File: config.mk
export PLATFORM = sky130hd
export DESIGN_NAME = npu_layer_controller
export DESIGN_NICKNAME = d
export VERILOG_FILES = /design/src/rtl/npu_layer_controller_pkg.sv /design/src/rtl/npu_layer_controller_sat_counter.sv /design/src/rtl/npu_layer_controller.sv
export SDC_FILE = /design/constraint.sdc
export NUM_CORES = 1
export LEC_CHECK = 0
export BUFFER_PORTS_ARGS = -buffer_cell sky130_fd_sc_hd__clkbuf_2
export CAP_MARGIN = 20
export CORE_ASPECT_RATIO = 0.75
export CORE_MARGIN = 10
export CORE_UTILIZATION = 35
export DETAILED_ROUTE_END_ITERATION = 8
export PLACE_DENSITY = 0.61
export SKIP_LAST_GASP = 1
export SYNTH_ARGS = -nofsm -noshare
export SYNTH_HDL_FRONTEND = slang
export SYNTH_HIERARCHICAL = 1
export SYNTH_SLANG_ARGS = --single-unit
File: constraint.sdc
create_clock -name clk -period 3.5 [get_ports clk]
set_input_delay 0.875 -clock clk [delete_from_list [all_inputs] [get_ports clk]]
set_output_delay 0.875 -clock clk [all_outputs]
set_load 0.05 [all_outputs]
File: src/rtl/npu_layer_controller_pkg.sv
// Shared definitions for the NPU layer controller and its register file:
// FSM state encodings, error codes and activation-type codes.
package npu_layer_controller_pkg;

  typedef enum logic [3:0] {
    ST_IDLE       = 4'd0,
    ST_CHECK      = 4'd1,
    ST_LOAD       = 4'd2,
    ST_COMPUTE    = 4'd3,
    ST_ACTIVATE   = 4'd4,
    ST_WRITE_BACK = 4'd5,
    ST_NEXT_LAYER = 4'd6,
    ST_DONE       = 4'd7,
    ST_ERROR      = 4'd8
  } npu_state_e;

  typedef enum logic [1:0] {
    ERR_NONE       = 2'd0,
    ERR_BAD_SIZE   = 2'd1,
    ERR_BAD_LAYERS = 2'd2,
    ERR_TIMEOUT    = 2'd3
  } npu_err_e;

  typedef enum logic [1:0] {
    ACT_NONE    = 2'd0,
    ACT_RELU    = 2'd1,
    ACT_SIGMOID = 2'd2,
    ACT_TANH    = 2'd3
  } npu_act_e;

  // States during which the controller reports busy.
  function automatic logic state_is_busy(input npu_state_e s);
    return s inside {ST_CHECK, ST_LOAD, ST_COMPUTE, ST_ACTIVATE,
                     ST_WRITE_BACK, ST_NEXT_LAYER};
  endfunction

endpackage

File: src/rtl/npu_layer_controller_sat_counter.sv
// Up-counter with synchronous clear (priority over inc) and optional
// saturation at all-ones.
module npu_sat_counter #(
  parameter int unsigned WIDTH    = 16,
  parameter bit          SATURATE = 1'b1
) (
  input  logic             clk,
  input  logic             rst_n,
  input  logic             clear,
  input  logic             inc,
  output logic [WIDTH-1:0] count
);

  // Count register: clear wins, then increment unless pinned at max.
  always_ff @(posedge clk or negedge rst_n) begin
    if (!rst_n) begin
      count <= '0;
    end else if (clear) begin
      count <= '0;
    end else if (inc && !(SATURATE && (count == '1))) begin
      count <= count + WIDTH'(1);
    end
  end

endmodule

File: src/rtl/npu_layer_controller.sv
// Multi-layer NPU controller: sequences LOAD / COMPUTE / ACTIVATE /
// WRITE_BACK for up to MAX_LAYERS layers per start, swaps ping-pong buffers
// between layers, and reports errors, timeouts and busy-cycle count.
module npu_layer_controller
  import npu_layer_controller_pkg::*;
#(
  parameter  int unsigned MATRIX_SIZE = 8,
  parameter  int unsigned MAX_LAYERS  = 4,
  parameter  int unsigned TIMEOUT_W   = 16,
  parameter  int unsigned LOAD_CYCLES = 2,
  parameter  int unsigned WB_CYCLES   = 2,
  localparam int unsigned LW          = $clog2(MAX_LAYERS + 1)
) (
  input  logic                    clk,
  input  logic                    rst_n,
  input  logic                    start,
  input  logic                    soft_reset,
  input  logic [LW-1:0]           num_layers,
  input  logic [2*MAX_LAYERS-1:0] layer_act,
  input  logic [7:0]              matrix_size,
  input  logic [TIMEOUT_W-1:0]    timeout_limit,
  output logic                    busy,
  output logic                    done,
  output logic                    error,
  output logic [1:0]              err_code,
  output logic [3:0]              current_state,
  output logic [LW-1:0]           layer_idx,
  output logic                    mmu_start,
  output logic                    mmu_clear,
  input  logic                    mmu_done,
  output logic [1:0]              act_type,
  input  logic                    act_valid,
  output logic                    input_buf_rd_en,
  output logic                    weight_buf_rd_en,
  output logic                    output_buf_wr_en,
  output logic                    swap_buf,
  output logic                    interrupt,
  output logic [31:0]             busy_cycles
);

  localparam int unsigned PHASE_MAX = (LOAD_CYCLES > WB_CYCLES) ? LOAD_CYCLES : WB_CYCLES;
  localparam int unsigned PW        = $clog2(PHASE_MAX + 1);
  localparam logic [7:0]    MAX_SIZE = 8'(MATRIX_SIZE);
  localparam logic [LW-1:0] MAX_L    = LW'(MAX_LAYERS);
  localparam logic [PW-1:0] LOAD_LAST = PW'(LOAD_CYCLES - 1);
  localparam logic [PW-1:0] WB_LAST   = PW'(WB_CYCLES - 1);

  npu_state_e state, state_d;
  logic [1:0]              err_d;
  logic [LW-1:0]           layer_idx_d;
  logic [PW-1:0]           phase, phase_d;

  logic [7:0]              cfg_size;
  logic [LW-1:0]           cfg_layers;
  logic [2*MAX_LAYERS-1:0] cfg_act;
  logic [TIMEOUT_W-1:0]    cfg_timeout;

  logic [TIMEOUT_W-1:0]    wait_cnt;
  logic                    wait_clr;
  logic                    wait_expired;
  logic                    busy_clr;

  // Activation code for a given layer index out of the packed per-layer field.
  function automatic logic [1:0] act_of(input logic [2*MAX_LAYERS-1:0] acts,
                                        input logic [LW-1:0]           idx);
    logic [1:0] a;
    a = ACT_NONE;
    for (int unsigned i = 0; i < MAX_LAYERS; i++) begin
      if (idx == LW'(i)) a = acts[2*i +: 2];
    end
    return a;
  endfunction

  // Counter controls. The wait counter restarts on entry to COMPUTE and
  // again on the COMPUTE->ACTIVATE hand-off, so each wait gets a full limit.
  always_comb begin
    wait_clr     = soft_reset
                 || !(state inside {ST_COMPUTE, ST_ACTIVATE})
                 || ((state == ST_COMPUTE) && mmu_done);
    wait_expired = (cfg_timeout != '0) && (wait_cnt == cfg_timeout - TIMEOUT_W'(1));
    busy_clr     = soft_reset || ((state == ST_IDLE) && start);
  end

  npu_sat_counter #(
    .WIDTH    (TIMEOUT_W),
    .SATURATE (1'b1)
  ) u_wait_cnt (
    .clk   (clk),
    .rst_n (rst_n),
    .clear (wait_clr),
    .inc   (1'b1),
    .count (wait_cnt)
  );

  npu_sat_counter #(
    .WIDTH    (32),
    .SATURATE (1'b1)
  ) u_busy_cnt (
    .clk   (clk),
    .rst_n (rst_n),
    .clear (busy_clr),
    .inc   (busy),
    .count (busy_cycles)
  );

  // Next-state, next error code, next layer index and phase counter.
  always_comb begin
    state_d     = state;
    err_d       = err_code;
    layer_idx_d = layer_idx;
    phase_d     = phase;
    unique case (state)
      ST_IDLE: begin
        if (start) begin
          state_d     = ST_CHECK;
          layer_idx_d = '0;
        end
      end
      ST_CHECK: begin
        if ((cfg_size == 8'd0) || (cfg_size > MAX_SIZE)) begin
          state_d = ST_ERROR;
          err_d   = ERR_BAD_SIZE;
        end else if ((cfg_layers == '0) || (cfg_layers > MAX_L)) begin
          state_d = ST_ERROR;
          err_d   = ERR_BAD_LAYERS;
        end else begin
          state_d     = ST_LOAD;
          layer_idx_d = '0;
          phase_d     = '0;
        end
      end
      ST_LOAD: begin
        if (phase == LOAD_LAST) begin
          state_d = ST_COMPUTE;
          phase_d = '0;
        end else begin
          phase_d = phase + PW'(1);
        end
      end
      ST_COMPUTE: begin
        if (mmu_done) begin
          state_d = ST_ACTIVATE;
        end else if (wait_expired) begin
          state_d = ST_ERROR;
          err_d   = ERR_TIMEOUT;
        end
      end
      ST_ACTIVATE: begin
        if (act_valid) begin
          state_d = ST_WRITE_BACK;
          phase_d = '0;
        end else if (wait_expired) begin
          state_d = ST_ERROR;
          err_d   = ERR_TIMEOUT;
        end
      end
      ST_WRITE_BACK: begin
        if (phase == WB_LAST) begin
          phase_d = '0;
          state_d = (layer_idx == cfg_layers - LW'(1)) ? ST_DONE : ST_NEXT_LAYER;
        end else begin
          phase_d = phase + PW'(1);
        end
      end
      ST_NEXT_LAYER: begin
        state_d     = ST_LOAD;
        layer_idx_d = layer_idx + LW'(1);
        phase_d     = '0;
      end
      ST_DONE:  state_d = ST_IDLE;
      ST_ERROR: state_d = ST_ERROR;
      default:  state_d = ST_IDLE;
    endcase
  end

  // State, latched configuration and registered outputs. Outputs are
  // decoded from the next state so they line up with the state they describe.
  always_ff @(posedge clk or negedge rst_n) begin
    if (!rst_n) begin
      state            <= ST_IDLE;
      phase            <= '0;
      cfg_size         <= '0;
      cfg_layers       <= '0;
      cfg_act          <= '0;
      cfg_timeout      <= '0;
      err_code         <= ERR_NONE;
      layer_idx        <= '0;
      busy             <= 1'b0;
      done             <= 1'b0;
      error            <= 1'b0;
      interrupt        <= 1'b0;
      mmu_start        <= 1'b0;
      mmu_clear        <= 1'b0;
      act_type         <= '0;
      input_buf_rd_en  <= 1'b0;
      weight_buf_rd_en <= 1'b0;
      output_buf_wr_en <= 1'b0;
      swap_buf         <= 1'b0;
    end else if (soft_reset) begin
      state            <= ST_IDLE;
      phase            <= '0;
      cfg_size         <= '0;
      cfg_layers       <= '0;
      cfg_act          <= '0;
      cfg_timeout      <= '0;
      err_code         <= ERR_NONE;
      layer_idx        <= '0;
      busy             <= 1'b0;
      done             <= 1'b0;
      error            <= 1'b0;
      interrupt        <= 1'b0;
      mmu_start        <= 1'b0;
      mmu_clear        <= 1'b0;
      act_type         <= '0;
      input_buf_rd_en  <= 1'b0;
      weight_buf_rd_en <= 1'b0;
      output_buf_wr_en <= 1'b0;
      swap_buf         <= 1'b0;
    end else begin
      state     <= state_d;
      phase     <= phase_d;
      err_code  <= err_d;
      layer_idx <= layer_idx_d;
      if ((state == ST_IDLE) && start) begin
        cfg_size    <= matrix_size;
        cfg_layers  <= num_layers;
        cfg_act     <= layer_act;
        cfg_timeout <= timeout_limit;
      end
      busy             <= state_is_busy(state_d);
      done             <= (state_d == ST_DONE);
      error            <= (state_d == ST_ERROR);
      interrupt        <= (state_d == ST_DONE) ||
                          ((state_d == ST_ERROR) && (state != ST_ERROR));
      mmu_start        <= (state_d == ST_COMPUTE) && (state != ST_COMPUTE);
      mmu_clear        <= (state_d == ST_LOAD);
      input_buf_rd_en  <= state_d inside {ST_LOAD, ST_COMPUTE};
      weight_buf_rd_en <= state_d inside {ST_LOAD, ST_COMPUTE};
      output_buf_wr_en <= (state_d == ST_WRITE_BACK);
      swap_buf         <= (state_d == ST_NEXT_LAYER);
      if ((state_d == ST_LOAD) && (state != ST_LOAD)) begin
        act_type <= act_of(cfg_act, layer_idx_d);
      end
    end
  end

  assign current_state = state;

endmodule

==> metrics.md, run 1 <==
| Metric | Value |
|---|---|
| Outcome | `finished clean` |
| Vias in the first global route | `5,213` |
| Worst-path maximum fanout | `7` |
| Final setup TNS | `0 ns` |
| Initial antenna violation count | `1` |
| Largest net degree at the start of global routing | `64` |
| Routed metal-1 wirelength | `between 9000 and 10,000 um` |
| Clock Sinks | `105` |
| Synth unique cells | `74` |
| CTS tree | `yes` |
| RSZ-0062 raised after global routing | `false` |
| Max-Cap Viols | `0` |
| RR Startpoint | `cfg_timeout[6]$_DFFE_PN0P_` |
| Crit path time final | `approximately 3.1 ns` |
| Mapped Cells | `~700` |
| PostCTS Resize Cnt | `0` |
| Sequential element share of the synthesized area | `a little over two fifths` |
| Placer Congestion | `0.8838` |
| Skew final | `between 0.01 and 0.015 ns` |
| # setup viols final | `0` |
| Number of diodes | `0` |
| Reg2reg path depth | `8` |
| Router iterations before antenna repair | `5` |
| Main flop type after synthesis | `dfrtp_1` |
| Hold Crit Start | `phase[0]$_DFFE_PN0P_` |
| Vias | `approximately 5,500` |
| Yosys warnings | `6` |
| Hold path cells | `1` |
| Max Freq | `around 320 MHz` |
| CP cell instances | `or4_4 > or3_1 > o41ai_2 > nand4_1 > nor3_2 > and4_1 > o21ai_0 > a32o_1` |
| Post-CTS Hold Fix Bufs | `0` |
| CP Data Arrival Time | `about 3.4 ns` |
| Die Height | `135.1 um` |
| # port buffers | `between 90 and 100` |
| Fin. max-slew vios | `0` |
| CP max stage delay | `0.59 ns` |
| Worst reg2reg setup slack | `0.37 ns` |
| WL final | `approximately 18,000 um` |
| Dpl cell area | `a little under 7000 um^2` |
| Pwr Total | `2.866 mW` |
| HP Class | `reg -> reg` |
| H-tree depth | `3` |
| Syn Area/Cell | `roughly 8.9 um^2` |
| Clk pin slew, worst setup/hold paths | `around 0.07 ns` |
| FP Rows | `42` |
| Met2 wire length | `about 6900 um` |
| Final Cycle Share | `89.55%` |
| Starting density of the core | `a little over a third` |
| Final hold vios | `0` |
| CP Class | `reg -> reg` |
| Final Cell Area | `approximately 7300 um^2` |
| Cts bufs inserted | `9` |
| Synth Cell Area | `roughly 6200 um^2` |
| Share of cells above drive strength 1 | `between 20% and 30%` |
| Metal3 WL | `1258 um` |
| Full die area | `approximately 23,000 um^2` |
| P_leak | `3.177 nW` |
| Die X | `173.5 um` |
| Starting DRC count in detailed routing | `~480` |
| Slowest CP cell | `or4_4` |
| Worst-Margin Slew | `between 0.8 and 0.9 ns` |
| Layout area overhead | `17.24%` |
| Synth Register Bits | `between 100 and 150` |
| Worst setup SP type | `flop` |
| Worst setup margin | `0.3656 ns` |
| CP Launch Point | `cfg_timeout[6]$_DFFE_PN0P_` |
| Final Util | `approximately two fifths` |
| CP required | `3.74 ns` |
| Top Metal Used | `met5` |
| # nets final | `831` |
| Crit path capture type | `flop` |
| CORE AREA | `17,500 um^2` |
| Yosys top cell area share | `between 40 and 50%` |
| Average wire per standard cell | `between 15 and 20 um` |
| Power per cell area | `slightly below 400 nW/um^2` |
| Clock buffer depth | `2` |
| Post-synth EDFFs | `0` |
| # IOs | `94` |
| Synth area leaders | `dfrtp_1, nand2_1, a21oi_1, xnor2_1, nor2_1` |
| Slew margin rel. | `between 40 and 50%` |
| HPWL after DPL | `approximately 13,000 um` |
| Gr ovfl total | `0` |
| ANT nets after route | `0` |
| Setup bufs post-CTS | `0` |
| Gr usage total | `approximately 15%` |
| CTS root buf | `clkbuf_16` |
| Setup WS pre-CTS | `between 0.3 and 0.4 ns` |
| Post-synth top area cell | `dfrtp_1` |
| First-pass GRT wire length | `approximately 29,000 um` |
| Ys async rst share | `100.0%` |
| # DRC | `0` |
| VDD IR max | `approximately 0.23 mV` |
| Worst-Skew Late Latency | `about 0.36 ns` |
| Vias per cell | `about 5.4` |
worst max-delay path, delay by kind of cell, from the launching register on:
family / cells / cell delay [ns]
compound gates: 3 / 0.87
flops: 1 / 0.45
simple gates: 5 / 1.71
metrics by stage:
step | std cells | hold slack, ns
finish | 1030 | 0.4997
global placement | 1013 | 0.4791
floorplan | 700 | 0.4583
detailed placement | 1013 | 0.4859
CTS | 1029 | 0.5002
global route | 1030 | 0.5296
layer usage:
layer / track usage (%) / up-vias
met5: 0 / -
met3: 3.878 / 16
met2: 20.12 / 176
met1: 23.32 / 2668
met4: 3.774 / 2
li1: - / 2674
power breakdown:
| part | internal, mW | total [mW] | switching [mW] |
|---|---|---|---|
| Clock | 0.686 | 1.14 | 0.453 |
| Combinational | 0.149 | 0.430 | 0.281 |
| Sequential | 1.25 | 1.30 | 0.0462 |
| Total | 2.09 | 2.87 | 0.780 |
layout by cell type, fill, tap and decap left out, types with 5 or more instances in the layout:
master,n
nand2_1,115
dfrtp_1,105
clkbuf_2,93
a21oi_1,71
nor2_1,47
xnor2_1,26
nor4_1,22
o21ai_0,19
nor2b_1,17
inv_1,16
nand3_1,16
nor3_1,15
nand4_1,14
buf_4,14
xor2_1,13
o31ai_1,11
or4_1,9
or3_1,9
mux2i_1,9
clkbuf_16,9
a31oi_1,8
mux2_2,7
and3_1,7
ha_1,7
conb_1,7
and2_1,6
o21a_1,6
mux2_1,6
or2_2,5
a211oi_1,5
cell families (layout without fill, tap and decap cells):
kind of cell	after synthesis	after routing	share of synthesized area (%)
AOI/OAI and AO/OA	153	153	16.47
xor gates and xnor gates	39	39	5.523
adders and majority gates	7	7	1.416
buffers and inverters	51	139	3.722
DFF	105	105	42.48
muxes	22	22	3.824
other	1	7	0.06063
and+or+nand+nor	316	316	26.50
area by class of cell:
class | count | area, um^2
Clock buffer | 12 | 266.5
Clock inverter | 4 | 73.82
Fill cell | 1759 | 10250
Inverter | 16 | 60.06
Multi-Input combinational cell | 544 | 3349
Sequential cell | 105 | 2628
Tap cell | 242 | 302.8
Timing Repair Buffer | 107 | 570.5
registers in the layout, indices dropped and copies added, names as in the netlist, 2 cells and up:
register,cells
act_type,2
cfg_act,8
cfg_layers,3
cfg_size,8
cfg_timeout,16
current_state,4
err_code,2
layer_idx,3
phase,2
u_busy_cnt/count,32
u_wait_cnt/count,16
cells in the mapped netlist (5+ instances only):
cell type and instances:
nor2_1 47, o31ai_1 11, a21oi_1 71, or4_1 9, nand3_1 16, or3_1 9, or2_2 5, and3_1 7
mux2_2 7, dfrtp_1 105, clkbuf_1 26, mux2i_1 9, mux2_1 6, xor2_1 13, nor3_1 15, ha_1 7
inv_1 16, nand2_1 115, nor4_1 22, o21ai_0 19, and2_1 6, nor2b_1 17, o21a_1 6, nand4_1 14
xnor2_1 26, a211oi_1 5, a31oi_1 8
path summary, 6_finish.rpt:
kind	endpoint
max	interrupt$_DFF_PN0_
min	phase[0]$_DFFE_PN0P_
max reg2reg	interrupt$_DFF_PN0_
min reg2reg	phase[0]$_DFFE_PN0P_
max in group asynchronous	u_busy_cnt/count[18]$_DFFE_PN0P_
min in group asynchronous	u_busy_cnt/count[5]$_DFFE_PN0P_
No activity file was read; power rests on OpenSTA's default activity.
==> inputs of run 2 (changes only) <==
Settings changed: CORE_MARGIN 10 to unset.
==> run 2 against run 1 <==
  * Sequential cell count stayed put
  * Clock power about the same
  * Design area down 0.66%
  * Power down 0.62%
  * Via count down 3.6%
  * Largest cell class unchanged
  * Highest routed layer is now met4
==> metrics.md, run 2 (synthesis gave the netlist of run 1 again) <==
| Metric | Value |
|---|---|
| Starting density of the core | `36.31% (was 35.34%)` |
| CP max stage delay | `0.59 ns (about the same)` |
| Worst setup SP type | `flop (unchanged)` |
| HP Class | `in -> async (was reg -> reg)` |
| Regs by FF count | `u_busy_cnt/count: 32 flops, cfg_timeout: 16 flops, u_wait_cnt/count: 16 flops (unchanged)` |
| Die X | `155.5 um (was 173.5 um)` |
| Layout area overhead | `16.47% (was 17.24%)` |
| CP Data Arrival Time | `3.44 ns (was 3.38 ns)` |
| Vias | `5,339 (was 5,536)` |
| Pwr Total | `2.848 mW (was 2.866 mW)` |
| Slew margin rel. | `33.74% (was 41.45%)` |
| CTS tree | `yes (unchanged)` |
| Worst setup margin | `0.3090 ns (was 0.3656 ns)` |
| Filler cells | `1,723 (was 1,759)` |
| Largest net degree at the start of global routing | `47 (was 64)` |
| WL final | `16,110 um (was 17,620 um)` |
| Commonest non-fill, non-tap cell in the layout | `nand2_1 (unchanged)` |
| ANT nets after route | `0 (unchanged)` |
| RSZ-0062 raised after global routing | `false (unchanged)` |
| Worst-Margin Slew | `0.9848 ns (was 0.8762 ns)` |
| HPWL after DPL | `11,850 um (was 13,350 um)` |
| Clock Sinks | `105 (unchanged)` |
| Router iterations before antenna repair | `5 (unchanged)` |
| Power per cell area | `395.4 nW/um^2 (was 395.3 nW/um^2)` |
| Max Freq | `313.4 MHz (was 319.0 MHz)` |
| Worst-path maximum fanout | `7 (unchanged)` |
| Number of diodes | `0 (unchanged)` |
| Full die area | `18,210 um^2 (was 23,440 um^2)` |
| CP cell instances | `or4_4 > or3_1 > o41ai_2 > nand4_1 > nor3_2 > and4_1 > o21ai_0 > a32o_1 (unchanged)` |
| Vias in the first global route | `4,747 (was 5,213)` |
| Outcome | `finished clean (unchanged)` |
| First-pass GRT wire length | `26,020 um (was 29,000 um)` |
| Initial antenna violation count | `0 (was 1)` |
| CP required | `3.75 ns (was 3.74 ns)` |
| Clock buffer depth | `2 (unchanged)` |
| # IOs | `94 (unchanged)` |
| PostCTS Resize Cnt | `0 (unchanged)` |
| Register with the most flip-flops | `u_busy_cnt/count (unchanged)` |
| Placer Congestion | `0.8999 (was 0.8838)` |
| Max-Cap Viols | `0 (unchanged)` |
| # nets final | `825 (was 831)` |
| Family with the most delay on the worst path | `simple AND/OR/NAND/NOR gates (unchanged)` |
| Skew final | `0.01399 ns (was 0.01054 ns)` |
| Commonest cells after routing, fill and taps aside | `nand2_1, dfrtp_1, clkbuf_2 (unchanged)` |
| Crit path time final | `3.191 ns (was 3.134 ns)` |
| Share of cells above drive strength 1 | `19.95% (was 20.69%)` |
| Buf/Inv on CP | `0 (unchanged)` |
| Final Util | `42.29% (was 41.43%)` |
| Setup bufs post-CTS | `0 (unchanged)` |
| Max reg flops | `32 (unchanged)` |
| # setup viols final | `0 (unchanged)` |
| Gr ovfl total | `0 (unchanged)` |
| VDD IR max | `0.2055 mV (was 0.2280 mV)` |
| Cts bufs inserted | `9 (unchanged)` |
| Post-CTS Hold Fix Bufs | `0 (unchanged)` |
| FP Rows | `41 (was 42)` |
| Final Cycle Share | `91.17% (was 89.55%)` |
| Fin. max-slew vios | `0 (unchanged)` |
| Slowest CP cell | `or4_4 (unchanged)` |
| Final setup TNS | `0 ns (unchanged)` |
| CTS root buf | `clkbuf_16 (unchanged)` |
| Final hold vios | `0 (unchanged)` |
| P_leak | `3.141 nW (was 3.177 nW)` |
| CP Class | `reg -> reg (unchanged)` |
| Setup WS pre-CTS | `0.3544 ns (was 0.3796 ns)` |
| CORE AREA | `17,030 um^2 (was 17,500 um^2)` |
| # port buffers | `93 (unchanged)` |
| Starting DRC count in detailed routing | `301 (was 477)` |
| Register area | `2628 um^2 (unchanged)` |
| Vias per cell | `5.245 (was 5.375)` |
| Gr usage total | `18.46% (was 15.15%)` |
| H-tree depth | `3 (unchanged)` |
| Die Height | `117.1 um (was 135.1 um)` |
| # DRC | `0 (unchanged)` |
| Clk pin slew, worst setup/hold paths | `0.08 ns (was 0.07 ns)` |
| Crit path capture type | `flop (unchanged)` |
| Average wire per standard cell | `15.83 um (was 17.10 um)` |
| Multi-input gate area | `3349 um^2 (unchanged)` |
| Worst-Skew Late Latency | `0.36 ns (about the same)` |
-- run 2: changes by cell type in the layout (fill, tap and decap cells not counted), sizes merged --
| cell | previous run | this run |
|---|---|---|
| inv | 16 | 17 |
| clkbuf | 105 | 103 |
| buf | 14 | 9 |
| clkinv | 2 | 1 |
| clkinvlp | 0 | 1 |
-- run 2: power breakdown --
part           internal (mW)  switching [mW]
Combinational          0.145           0.272
Sequential              1.25          0.0470
Clock                  0.654           0.479
Total                   2.05           0.798
-- run 2: area by class of cell --
cell class              instances  area share (%)
repair buffers                101           7.504
clock buffers                  11           3.370
well taps                     236           4.099
clock inverters                 5           1.216
multi-input cells             544           46.50
inverters                      16          0.8338
flip-flops and latches        105           36.48
-- run 2: stage by stage --
stage | cells | hold slack (ns) | cell area (um^2)
floorplan | 700 | 0.4583 | 6207
global placement | 1002 | 0.4766 | 6873
detailed placement | 1002 | 0.4816 | 6873
CTS | 1018 | 0.4760 | 7203
global route | 1018 | 0.4893 | 7203
finish | 1018 | 0.4656 | 7203
-- run 2: worst paths after layout --
check                                           start                              end  slack, ns  depth (start not counted)
hold reg to reg                  phase[1]$_DFFE_PN0P_             phase[1]$_DFFE_PN0P_       0.49                          1
min in group clk                 phase[1]$_DFFE_PN0P_             phase[1]$_DFFE_PN0P_       0.49                          1
max in group asynchronous                       rst_n  u_busy_cnt/count[6]$_DFFE_PN0P_       2.27                          2
hold / removal                                  rst_n       cfg_timeout[8]$_DFFE_PN0P_       0.47                          1
setup / recovery           cfg_timeout[6]$_DFFE_PN0P_              interrupt$_DFF_PN0_       0.31                          8
setup reg to reg           cfg_timeout[6]$_DFFE_PN0P_              interrupt$_DFF_PN0_       0.31                          8
-- run 2: per-layer routing --
layer | track usage [%] | routed length, um | vias to the layer above
met5 | 0 | 0 | -
met4 | 4.902 | 191 | 0
met3 | 4.087 | 708 | 16
met2 | 26.40 | 6773 | 112
met1 | 27.83 | 8440 | 2569
li1 | - | - | 2642
-- run 2: worst reg2reg max path, cell delays in order, from the launching register on --
cell     delay [ns]
dfrtp_1        0.45
or4_4          0.59
or3_1          0.37
o41ai_2        0.35
nand4_1        0.16
nor3_2         0.15
and4_1         0.44
o21ai_0        0.25
a32o_1         0.31
